## src/rtl/card_dispatch_arbiter.sv

```systemverilog
// Card deck arbiter: grants the deck to player or dealer, runs the draw/return
// handshake and reshuffles near deck end. Optional redraw of invalid cards: CARD_REDRAW_EN.
module card_dispatch_arbiter #(
  parameter int CARD_W         = 4,
  parameter int DECK_LATENCY   = 1,
  parameter int DECK_SIZE      = 52,
  parameter int SHUFFLE_MARGIN = 10
) (
  input  logic              i_clk,
  input  logic              i_reset_n,
  input  logic              i_playerReq,
  input  logic              i_dealerReq,
  output logic              o_playerGrant,
  output logic              o_dealerGrant,
  output logic [CARD_W-1:0] o_card,
  output logic              o_deckDraw,
  input  logic [CARD_W-1:0] i_deckCard,
  output logic              o_shuffleReq,
  input  logic              i_shuffleDone,
  output logic [5:0]        o_dealtCount,
  output logic              o_busy
);

  localparam logic [2:0] S_IDLE    = 3'd0;
  localparam logic [2:0] S_DRAW    = 3'd1;
  localparam logic [2:0] S_WAIT    = 3'd2;
  localparam logic [2:0] S_GRANT   = 3'd3;
  localparam logic [2:0] S_SHUFFLE = 3'd4;

  localparam logic       OWN_PLAYER = 1'b0;
  localparam logic       OWN_DEALER = 1'b1;

  localparam logic [6:0] SHUF_AT  = 7'(DECK_SIZE - SHUFFLE_MARGIN);
  localparam logic [2:0] LAT_LOAD = 3'(DECK_LATENCY - 1);

  logic [2:0]        state;
  logic              owner;
  logic              last_grant;
  logic [2:0]        lat_cnt;
  logic [CARD_W-1:0] card;
  logic [5:0]        dealt;
`ifdef CARD_REDRAW_EN
  logic [1:0]        bad_cnt;
`endif

  logic       need_shuffle;
  logic       any_req;
  logic       winner;
  logic [5:0] dealt_inc;

  assign need_shuffle = {1'b0, dealt} >= SHUF_AT;
  assign any_req      = i_playerReq | i_dealerReq;
  // On a tie the side that did not win last time takes the deck.
  assign winner       = (i_playerReq & i_dealerReq) ? ~last_grant : ~i_playerReq;
  assign dealt_inc    = (dealt == 6'd63) ? dealt : dealt + 6'd1;

  always_ff @(posedge i_clk or negedge i_reset_n) begin
    if (!i_reset_n) begin
      state      <= S_IDLE;
      owner      <= OWN_PLAYER;
      last_grant <= OWN_DEALER;
      lat_cnt    <= '0;
      card       <= '0;
      dealt      <= '0;
`ifdef CARD_REDRAW_EN
      bad_cnt    <= '0;
`endif
    end else begin
      case (state)
        S_IDLE: begin
          if (need_shuffle) begin
            state <= S_SHUFFLE;
          end else if (any_req) begin
            owner <= winner;
            state <= S_DRAW;
          end
        end
        S_DRAW: begin
          lat_cnt <= LAT_LOAD;
          state   <= S_WAIT;
        end
        S_WAIT: begin
          if (lat_cnt != 3'd0) begin
            lat_cnt <= lat_cnt - 3'd1;
          end else begin
`ifdef CARD_REDRAW_EN
            // A zero card is unusable: burn it and draw again, or give up and reshuffle.
            if (i_deckCard == '0) begin
              dealt <= dealt_inc;
              if (bad_cnt == 2'd2) begin
                bad_cnt <= '0;
                state   <= S_SHUFFLE;
              end else begin
                bad_cnt <= bad_cnt + 2'd1;
                state   <= S_DRAW;
              end
            end else begin
              card    <= i_deckCard;
              bad_cnt <= '0;
              state   <= S_GRANT;
            end
`else
            card  <= i_deckCard;
            state <= S_GRANT;
`endif
          end
        end
        S_GRANT: begin
          dealt      <= dealt_inc;
          last_grant <= owner;
          state      <= S_IDLE;
        end
        S_SHUFFLE: begin
          if (i_shuffleDone) begin
            dealt <= '0;
            state <= S_IDLE;
          end
        end
        default: state <= S_IDLE;
      endcase
    end
  end

  assign o_playerGrant = (state == S_GRANT) && (owner == OWN_PLAYER);
  assign o_dealerGrant = (state == S_GRANT) && (owner == OWN_DEALER);
  assign o_deckDraw    = (state == S_DRAW);
  assign o_shuffleReq  = (state == S_SHUFFLE);
  assign o_busy        = (state != S_IDLE);
  assign o_card        = card;
  assign o_dealtCount  = dealt;

endmodule

```

## config.mk

```make
export PLATFORM = sky130hd
export DESIGN_NAME = card_dispatch_arbiter
export DESIGN_NICKNAME = d
export VERILOG_FILES = /design/src/rtl/card_dispatch_arbiter.sv
export SDC_FILE = /design/constraint.sdc
export NUM_CORES = 1
export LEC_CHECK = 0
export BUFFER_PORTS_ARGS = -buffer_cell sky130_fd_sc_hd__buf_4
export CAP_MARGIN = 10
export CORE_AREA = 2 2 48 50
export CTS_BUF_LIST = sky130_fd_sc_hd__clkbuf_16
export CTS_CLUSTER_DIAMETER = 100
export DETAILED_ROUTE_END_ITERATION = 10
export DIE_AREA = 0 0 50 52
export HOLD_SLACK_MARGIN = 0.1
export PLACE_DENSITY = 0.72
export REMOVE_ABC_BUFFERS = 1
export SYNTH_ARGS = -nofsm -noshare
export SYNTH_HDL_FRONTEND = slang
export SYNTH_SLANG_ARGS = --single-unit
```

## constraint.sdc

```tcl
create_clock -name i_clk -period 3.7 [get_ports i_clk]
set_input_delay 0.37 -clock i_clk [delete_from_list [all_inputs] [get_ports i_clk]]
set_output_delay 0.37 -clock i_clk [all_outputs]
set_load 0.01 [all_outputs]
```

After elaboration in Yosys (flattened, before gate mapping)
Cells that the tools add are included.

storage, ports and cells
  register bits after elaboration = 18
  logic and storage cells = 49
  output and inout port bits = 15
  input port bits = 9

operators by class
  muxes and demuxes = 11
  add/subtract/negate cells = 2
  magnitude comparators = 1
  bitwise operators = 7
  reduce and logical (&&, ||, !) cells = 12
  eq/ne operators = 10

operator list
  operator                                                                 number
  3-bit two-way mux                                                        5
  6-bit two-way mux                                                        2
  3-bit case mux with 4 select lines                                       1
  6-bit case mux with 2 select lines                                       1
  3-bit AND reduction                                                      3
  6-bit by 1-bit adder with 6-bit output, second input constant            1
  3-bit by 2-bit equality test with 1-bit output, second input constant    2
  6-bit equality test, second input constant                               1
  6-bit greater-or-equal comparator, second input constant                 1
  2-bit inequality test, second input constant                             3
  3-bit case mux with 2 select lines                                       1
  3-bit nonzero test                                                       2
  1-bit NOT                                                                5
  2-bit AND reduction                                                      2
  2-bit nonzero test                                                       2
  3-bit by 1-bit equality test with 1-bit output, second input constant    1
  3-bit equality test, second input constant                               1
  3-bit logical NOT                                                        1
  3-bit inequality test, second input constant                             1
  3-bit by 1-bit subtractor with 3-bit output, second input constant       1
  1-bit logical AND                                                        2
  2-bit by 1-bit inequality test with 1-bit output, second input constant  1
  1-bit bitwise AND                                                        1
  1-bit two-way mux                                                        1
  1-bit bitwise OR                                                         1

Longest topological paths before layout
Gate-level depths: netlist of the first run.

  depth after elaboration = 4
  depth in mapped cells = 7
  gate-level depth less buffers = 7

Worst setup path after synthesis of the first run
Ideal clock, no wire load.

  kind = register to register
  start = register lat_cnt[0]
  end = register card[0], in the netlist o_card[0]
  data arrival time = 1.395 ns
  clock period less this slack = 1.520 ns
  cell stages (with the launch flop) = 6
  path buffers = 0
  required time = 3.575 ns
  library setup time = 0.125 ns
  slack = 2.180 ns
  cell sequence = dfrtp_1 inv_1 ha_1 ha_1 nor3b_4 mux2_2

on the way
  word-level cells in the longest chain between the ends = 3

ends and longest elaborated chain
  item                           line  RTL
  start, declared                39    logic [2:0] lat_cnt;
  start signal, assigned         84    lat_cnt <= lat_cnt - 3'd1;
  3-bit nonzero test             83    if (lat_cnt != 3'd0) begin
  1-bit NOT (no line)            --
  2-bit AND reduction (no line)  --
  end signal, assigned           103   card <= i_deckCard;
  end, declared                  40    logic [CARD_W-1:0] card;

Every way passes these cells.
A chain may end at the register's enable or synchronous reset.

Worst setup path in the final report of the first run
  start = register state[0]
  end = output port o_playerGrant

on the way
  word-level cells in the longest chain between the ends = 2

ends and longest elaborated chain
  item                                            line  RTL
  start, declared                                 36    logic [2:0] state;
  start signal, assigned                          59    state <= S_IDLE;
  start signal, assigned                          72    state <= S_SHUFFLE;
  start signal, assigned                          75    state <= S_DRAW;
  3-bit by 2-bit equality test with 1-bit output  124   assign o_playerGrant = (state == S_GRANT) && (owner == OWN_PLAYER);
  1-bit logical AND                               124
  end, declared                                   13    output logic o_playerGrant,

Every way passes these cells.

==> results.toml, run 1 <==
[logic_synthesis]
netlist-cell-type-count = 35
syn_inst = 95
netlist_area_sq_um = 980
yosysTopAreaCell = "dfrtp_1"
synthTopCellsByCount = "dfrtp_1 (17), inv_1 (8), o21ai_0 (7), nand2_1 (6), nor3_1 (5)"
synthMostInstantiatedCell = "dfrtp_1"
yosys_warnings = 0
ys_async_sr_fraction_pct = 100
yosysSeqAreaShare_pct = 46.1
syn_avg_cell_area_sq_um = 10.3
synth-edff-count = 0
ys_seq_elements = 18
synthFlopType = "dfrtp_1"
synth_top_cell_area_share_pct = 43.4
synthTopCellsByArea = "dfrtp_1 (43%), ha_1 (5.1%), mux2_2 (4.6%)"

[power]
powerDensity_nw_per_um2 = 806
power_frac_clock_pct = 21.2
internal_power_mw = 0.639
p_leak_nw = 0.560
pwr-share-seq_pct = 38.8
power_switching_mw = 0.368
ir_worst_vdd_mv = 0.566
combPwrFrac_pct = 40.0
switching_share_pct = 36.6
power_mw = 1.01

[floorplanning]
die_h_microns = 52
fp-row-count = 17
die_w_microns = 50
die_area_sq_um = 2600
initial_core_util_pct = 46.5
io-pin-count = 24
fp.coreArea_sq_um = 2110

[final_layout]
nFillCells = 182
drive_above_1_share_pct = 33.3
seq_area_sq_um = 452
layout.nets = 134
antennaDiodeCount = 0
stdcell_count = 148
multi_input_area_sq_um = 470
area_growth_pct = 27.5

[clock_tree]
tritoncts = "yes"
htree_levels = 1
clockBufferDepth = 2
clk_pin_slew_ns = 0.05
clock-sinks = 18
postCtsSetupRepairBufs = 0
cts-resized-gates = 0
ctsHoldBuffers = 1
root_buffer = "clkbuf_16"
cts_buffers = 3
clock_latency_ns = 0.25

[critical_path]
worst_setup_path_start_kind = "register"
critical_path_peak_fanout = 11
crit_required_ns = 3.33
end_kind = "output pin"
worstPathArrival_ns = 1.53
path_class = "reg -> out"

[timing]
relSlewSlack_pct = 75.2
fmax_mhz = 527
finalHoldViolations = 0
finalSetupTns_ns = 0
setup_violations = 0
worstMarginPinSlew_ns = 0.370
fin_skew_ns = 0.00245
fin_crit_ns = 1.90
timing.final.max_slew_violations = 0
rsz0062_at_grt = "no"
min_period_over_period_pct = 51.2

[grt]
grt_pass1_wl_microns = 3190
grt_pass1_vias = 718
grt_overflow = 0
antenna_found_initial = 0
grt_max_degree = 19
grt.total_usage_pct = 16.7

[drt]
wl_microns = 1820
vias_per_cell = 5.26
drt_iter0_markers = 27
num_vias = 779
ant_nets = 0
first_pass_iters = 4
route.detailed.drc = 0
wl_per_cell_microns = 12.3

[hold_path]
worstHoldPathType = "in -> reg"

[run]
cap_violations = 0

[outcome]
outcome = "finished, final reports clean"

[placement]
io_buffers = 23
placed_cells = 143
dp_hpwl_microns = 1360
gp_congestion = 0.784
per-layer routing:
layer  vias up  routed length (microns)  global-route usage, %
li1        383                        -                      -
met1       364                      831                   20.4
met2        27                      838                   26.5
met3         5                      103                   2.87
met4         0                       50                   12.5
met5         -                        0                      0
worst max-delay path, cell delays in order (launching register included):
cell,delay [ns]
dfrtp_1,0.55
and3b_1,0.41
nor2b_1,0.19
buf_4,0.13
cell type report:
type,instances,area share [%]
flip-flops and latches,18,36.2
clock buffers,3,6.01
well taps,28,2.81
clock inverters,1,0.301
inverters,8,2.40
repair buffers,24,14.6
multi-input cells,66,37.7
power groups by stage:
stage / clock network [mW] / logic [mW] / registers, mW
2_1_floorplan: 0 / 0.225 / 0.399
3_3_place_gp: 0 / 0.400 / 0.387
3_5_place_dp: 0 / 0.405 / 0.394
4_1_cts: 0.222 / 0.408 / 0.391
5_1_grt: 0.232 / 0.449 / 0.408
6_report: 0.213 / 0.403 / 0.390
through the flow:
step	cell area, sq um	hold slack (ns)	utilization (%)	setup slack, ns
6_report	1250	0.358	59.3	1.80
5_1_grt	1250	0.353	59.3	1.70
4_1_cts	1250	0.351	59.3	1.79
3_5_place_dp	1160	0.251	55.1	2.04
3_3_place_gp	1160	0.252	55.1	2.07
2_1_floorplan	952	0.0744	-	2.18
path summary, 6_finish.rpt:
path	from	to	slack [ns]	depth (start not counted)
worst min register to register	last_grant$_DFFE_PN1N_	last_grant$_DFFE_PN1N_	0.49	2
worst max register to register	lat_cnt[0]$_DFFE_PN0P_	o_card[3]$_DFFE_PN0P_	2.05	5
max in group asynchronous	i_reset_n	last_grant$_DFFE_PN1N_	2.91	2
worst min-delay path	i_deckCard[2]	o_card[2]$_DFFE_PN0P_	0.36	2
worst max-delay path	state[0]$_DFFE_PN0P_	o_playerGrant	1.80	3
min in group asynchronous	i_reset_n	o_dealtCount[3]$_DFFE_PN0P_	0.53	2
registers in the layout, summed over array words and instances (netlist names):
register      flops
last_grant        1
lat_cnt           3
o_card            4
o_dealtCount      6
owner             1
state             3
cell families after synthesis:
family,share of synthesized area [%]
simple gates,19.9
xor+xnor,0.894
flops,46.1
buf+inv,5.87
mux,4.60
compound gates,17.5
fa+ha+maj,5.11
placed cells by master (no fill, tap or decap), drive strengths merged, types with 2 or more instances in the layout:
cell	synthesis	routed
inv	8	9
nand3	3	3
buf	3	23
a31oi	2	2
dfrtp	17	17
nor2	4	4
nand2b	3	3
nand4	2	2
a21oi	3	3
nand2	7	7
clkbuf	0	3
mux2	4	4
o211ai	4	4
ha	4	4
nor3b	3	3
nor3	5	5
o21ai	13	13
Power figures use the tool's default switching activity.
==> inputs of run 2 (changes only) <==
Settings changed: ABC_AREA set to 1, CORE_AREA 2 2 48 50 to 2 2 50 52, DIE_AREA 0 0 50 52 to 0 0 52 54, PLACE_DENSITY 0.72 to 0.7.
Clock period 3.7 ns to 1.6 ns, I/O delays scaled along.
==> run 2 against run 1 <==
  * Cell count up 24%
  * Global-route usage shrank 0.70 points
  * Clock skew increased by 0.0011 ns
  * Combinational power grew 130%
  * First-iteration DRC count decreased by 48%
  * Clock power up 130%
  * Register-to-register slack worse by 1.9 ns
  * Critical endpoint unchanged
  * Sequential share of layout area decreased by 0.78 points
==> results.toml, run 2 <==
[logic_synthesis]
synthMostInstantiatedCell = "nand2_1"
synth_compound_area_share_pct = 5.76
synth_fa_ha_area_share_pct = 5.12
synthFlopType = "dfrtp_1"
synth-simple-area-share_pct = 32.1
yosysTopAreaCell = "dfrtp_1"
synth_top_family_by_area = "simple AND/OR/NAND/NOR gates"
ys_seq_elements = 18
netlist-cell-type-count = 19
synthTopCellsByCount = "nand2_1 (39), inv_1 (20), dfrtp_1 (17), nand3_1 (13), nor2_1 (11)"
netlist_area_sq_um = 977
synth_top_cell_area_share_pct = 43.5
syn_inst = 126
yosysSeqAreaShare_pct = 46.2
ys_async_sr_fraction_pct = 100
yosys_warnings = 0
synth.area.mux_share_pct = 0
synth-edff-count = 0
syn_avg_cell_area_sq_um = 7.76
synthTopCellsByArea = "dfrtp_1 (44%), nand2_1 (15%), inv_1 (7.7%)"
synth_xor_area_share_pct = 2.69

[timing]
relSlewSlack_pct = 81.5
fin_crit_ns = 1.49
setup_violations = 0
fin_skew_ns = 0.00354
timing.final.max_slew_violations = 0
finalHoldViolations = 0
fmax_mhz = 671
min_period_over_period_pct = 93.1
layout_setup_ws_ns = 0.110
rsz0062_at_grt = "no"
finalSetupTns_ns = 0
worstMarginPinSlew_ns = 0.277

[critical_path]
worst_setup_path_start_kind = "register"
end_kind = "output pin"
critical_path_peak_fanout = 4
worstPathArrival_ns = 1.33
crit_required_ns = 1.44
critical_path.max_stage_delay_ns = 0.43
path_class = "reg -> out"
path_cells = "nand2_1, nor2_2, inv_1, nor2_1, buf_4"
critPathSlowestCell = "dfrtp_1"

[power]
ir_worst_vdd_mv = 0.977
powerDensity_nw_per_um2 = 1730
p_leak_nw = 0.710

[grt]
grt_max_degree = 19
grt_pass1_vias = 785
grt_pass1_wl_microns = 3280
grt_overflow = 0
grt.total_usage_pct = 16.0
antenna_found_initial = 0

[drt]
num_vias = 880
wl_met2_microns = 948
wl_met3_microns = 137
first_pass_iters = 4
drt_iter0_markers = 14
wl_per_cell_microns = 10.9
route.detailed.drc = 0
vias_per_cell = 4.78
drt-met1-wl_microns = 893
highest_layer = "met4"
wl_microns = 2010
ant_nets = 0

[hold_path]
worstHoldPathType = "in -> reg"

[clock_tree]
clk_pin_slew_ns = 0.05
root_buffer = "clkbuf_16"
cts_buffers = 3
clock-sinks = 18
clockBufferDepth = 2
htree_levels = 1
cts-resized-gates = 0
tritoncts = "yes"
clock_latency_ns = 0.25

[floorplanning]
die_h_microns = 54
io-pin-count = 24
fp-row-count = 18
die_w_microns = 52
fp.coreArea_sq_um = 2320
die_area_sq_um = 2810
initial_core_util_pct = 42.1

[final_layout]
largest_register_ffs = 6
mostFrequentLayoutCells = "nand2_1 (39), buf_4 (23), inv_1 (20)"
final_common_cell = "nand2_1"
final_area_sq_um = 1280
antennaDiodeCount = 0
seq_area_sq_um = 452
area_growth_pct = 30.6
multi_input_area_sq_um = 447
nFillCells = 219
layout.nets = 168
drive_above_1_share_pct = 22.7

[placement]
post-place-ws_ns = 0.177
placement.cell_area_sq_um = 1190
gp_congestion = 0.793
io_buffers = 23
dp_hpwl_microns = 1540

[run]
cap_violations = 0

[outcome]
outcome = "finished, final reports clean"
[run 2: cell count changes in the layout (fill, tap and decap cells not counted), sizes merged, moves of 2 or more]
cell	delta
a21oi	-3
a31oi	-2
inv	+12
mux2	-4
nand2	+34
nand2b	-3
nand3	+10
nor2	+9
nor3	-4
nor3b	-3
o211ai	-4
o21ai	-5
o22ai	+2
xor2	+3
[run 2: kinds of logic (layout without fill, tap and decap cells)]
kind of cell,after synthesis,count (layout)
buffers and inverters,21,49
AOI/OAI and AO/OA,10,10
and+or+nand+nor,70,70
adders and majority gates,4,4
DFF,18,18
xor gates and xnor gates,3,3
[run 2: per-layer routing]
layer / up-vias / GRT usage (%)
met5: - / 0
met4: 0 / 6.58
met3: 5 / 3.33
met2: 26 / 27.4
met1: 400 / 19.7
li1: 449 / -
[run 2: per-stage QoR]
stage	total power [mW]	instances	hold slack (ns)	util (%)
2_1_floorplan	1.34	126	-0.136	-
3_3_place_gp	1.69	179	0.0399	51.2
3_5_place_dp	1.73	179	0.0445	51.2
4_1_cts	2.23	184	0.155	55.0
5_1_grt	2.40	184	0.176	55.0
6_report	2.20	184	0.155	55.0
[run 2: repair_timing]
item / 4_1_cts / 5_1_grt
hold buffers: 1 / 0
buffers inserted: 0 / 0
endpoints found under the hold margin: 18 / 0
setup endpoints to repair: 0 / 0
[run 2: power breakdown]
group          switching (mW)  total (mW)  internal [mW]
Sequential              0.173       0.798          0.625
Clock                   0.161       0.493          0.332
Combinational           0.509       0.913          0.404
Total                   0.844        2.20           1.36
[run 2: layout make-up]
| cell class | instances | area share [%] |
|---|---|---|
| tap | 30 | 2.94 |
| clock inverter | 1 | 0.294 |
| sequential | 18 | 35.4 |
| inverter | 21 | 6.18 |
| clock buffer | 3 | 5.88 |
| multi-input combinational | 87 | 35.0 |
| timing repair buffer | 24 | 14.3 |
[run 2: final timing paths]
| check | from | end | slack (ns) | cells past startpoint |
|---|---|---|---|---|
| worst max register to register | o_dealtCount[1]$_DFFE_PN0P_ | o_dealtCount[4]$_DFFE_PN0P_ | 0.17 | 8 |
| worst min-delay path | i_deckCard[1] | o_card[1]$_DFFE_PN0P_ | 0.15 | 3 |
| min in group asynchronous | i_reset_n | o_card[2]$_DFFE_PN0P_ | 0.32 | 2 |
| worst max-delay path | state[0]$_DFFE_PN0P_ | o_playerGrant | 0.11 | 5 |
| max in group asynchronous | i_reset_n | last_grant$_DFFE_PN1N_ | 1.02 | 2 |
| worst min register to register | o_card[1]$_DFFE_PN0P_ | o_card[1]$_DFFE_PN0P_ | 0.47 | 2 |
[run 2: worst max-delay path: cells and delay by family, from the launching register on]
kind	cells	cell delay, ns
simple gates	3	0.42
flops	1	0.43
buf+inv	2	0.23
==> inputs of run 3 (changes only) <==
Settings changed: PLACE_DENSITY 0.7 to 0.77.
==> run 3 against run 2 <==
  * Cell count did not move
  * Worst hold slack got worse by 0.0036 ns
  * Wire length rose by 1.6%
==> results.toml, run 3 (synthesis results as in run 2) <==
[outcome]
outcome = "finished, final reports clean"

[timing]
setup_violations = 0
min_period_over_period_pct = 91.9
worstMarginPinSlew_ns = 0.284
finalSetupTns_ns = 0
rsz0062_at_grt = "no"
timing.final.max_slew_violations = 0
relSlewSlack_pct = 81.0
fmax_mhz = 680
fin_skew_ns = 0.00162
fin_crit_ns = 1.47
finalHoldViolations = 0
layout_setup_ws_ns = 0.130

[drt]
wl_per_cell_microns = 11.1
vias_per_cell = 4.80
wl_microns = 2040
ant_nets = 0
first_pass_iters = 6
num_vias = 884
route.detailed.drc = 0
drt_iter0_markers = 11

[final_layout]
antennaDiodeCount = 0
largest_register_ffs = 6
area_growth_pct = 30.6
final_core_util_pct = 55.0
stdcell_count = 184
drive_above_1_share_pct = 22.7
final_area_sq_um = 1280
mostFrequentLayoutCells = "nand2_1 (39), buf_4 (23), inv_1 (20)"
final_common_cell = "nand2_1"
layout.nets = 168

[hold_path]
min_path_cells = 3
min-delay-start = "i_deckCard[3]"
worstHoldPathType = "in -> reg"
hold_end = "o_card[3]$_DFFE_PN0P_"

[clock_tree]
cts-resized-gates = 0
tritoncts = "yes"
clk_pin_slew_ns = 0.05
clockBufferDepth = 2
root_buffer = "clkbuf_16"
cts_buffers = 3
htree_levels = 1
clock-sinks = 18
clock_latency_ns = 0.25

[placement]
placement.cell_area_sq_um = 1190
dp_hpwl_microns = 1550
placed_cells = 179
post-place-ws_ns = 0.164
io_buffers = 23
gp_congestion = 0.762

[power]
p_leak_nw = 0.710
ir_worst_vdd_mv = 0.948
powerDensity_nw_per_um2 = 1730

[grt]
grt_pass1_wl_microns = 3350
grt_pass1_vias = 830
grt_overflow = 0
grt.total_usage_pct = 16.3
grt_max_degree = 19
antenna_found_initial = 0

[floorplanning]
initial_core_util_pct = 42.1
die_w_microns = 52
fp-row-count = 18
fp.coreArea_sq_um = 2320
die_h_microns = 54
die_area_sq_um = 2810
io-pin-count = 24

[critical_path]
critPathSlowestCell = "dfrtp_1"
reg2reg_setup_slack_ns = 0.17
crit_required_ns = 1.44
path_buf_inv = 2
worst_setup_path_start_kind = "register"
end_kind = "output pin"
critical_path.max_stage_delay_ns = 0.43
path_cells = "nand2_1, nor2_2, inv_1, nor2_1, buf_4"
timing.rr.end = "o_dealtCount[3]$_DFFE_PN0P_"
reg2regPathDepth = 8
path_class = "reg -> out"
timing.rr.start = "o_dealtCount[1]$_DFFE_PN0P_"
critical_path_peak_fanout = 4
worstPathArrival_ns = 1.31
cpLargestDelayFamily = "flip-flops"

[run]
cap_violations = 0
run 3: cell counts in the layout (fill, tap and decap cells not counted):
Identical to the previous run, type by type.
run 3: worst max-delay path by stage:
stage          slack (ns)  cells past startpoint                          end                   startpoint
2_1_floorplan        0.25                      8  o_dealtCount[3]$_DFFE_PN0P_  o_dealtCount[1]$_DFFE_PN0P_
3_3_place_gp         0.26                      8  o_dealtCount[4]$_DFFE_PN0P_  o_dealtCount[1]$_DFFE_PN0P_
3_5_place_dp         0.16                      8  o_dealtCount[3]$_DFFE_PN0P_  o_dealtCount[1]$_DFFE_PN0P_
4_1_cts              0.12                      5                o_playerGrant         state[0]$_DFFE_PN0P_
5_1_grt              0.03                      7       lat_cnt[1]$_DFFE_PN0P_       lat_cnt[0]$_DFFE_PN0P_
6_report             0.13                      5                o_playerGrant         state[0]$_DFFE_PN0P_
run 3: through the flow:
| step | hold slack, ns | total power, mW |
|---|---|---|
| 2_1_floorplan | -0.136 | 1.34 |
| 3_3_place_gp | 0.0380 | 1.68 |
| 3_5_place_dp | 0.0398 | 1.73 |
| 4_1_cts | 0.150 | 2.23 |
| 5_1_grt | 0.175 | 2.38 |
| 6_report | 0.151 | 2.21 |
run 3: metal layers:
layer	part of all wire (%)	wire, microns	track usage (%)
met5	0	0	0
met4	1.8	37	10.1
met3	4.2	86	2.50
met2	48	974	27.8
met1	46	944	19.4
run 3: power by group:
group	switching, mW	internal, mW	leakage, nW
registers	0.178	0.625	0.231
logic	0.511	0.403	0.440
clock network	0.163	0.332	0.0385
total	0.853	1.36	0.710
run 3: worst reg2reg max path, stage by stage (launching register included):
cell and delay [ns]:
dfrtp_1 0.43, ha_1 0.22, nand3_1 0.13, o21ai_2 0.17
nand2_1 0.11, nand2_4 0.12, inv_2 0.05, nand2_1 0.05
nand2_1 0.04
run 3: timing repair:
| action | CTS | global route |
|---|---|---|
| setup buffers | 0 | 0 |
| endpoints found under the hold margin | 18 | 0 |
| hold buffers | 1 | 0 |
run 3: cell type report:
| class | count | area [sq um] |
|---|---|---|
| multi-input cells | 87 | 447 |
| repair buffers | 24 | 183 |
| well taps | 30 | 37.5 |
| inverters | 21 | 78.8 |
| flip-flops and latches | 18 | 452 |
| clock inverters | 1 | 3.75 |
| fillers | 218 | 1040 |
| clock buffers | 3 | 75.1 |
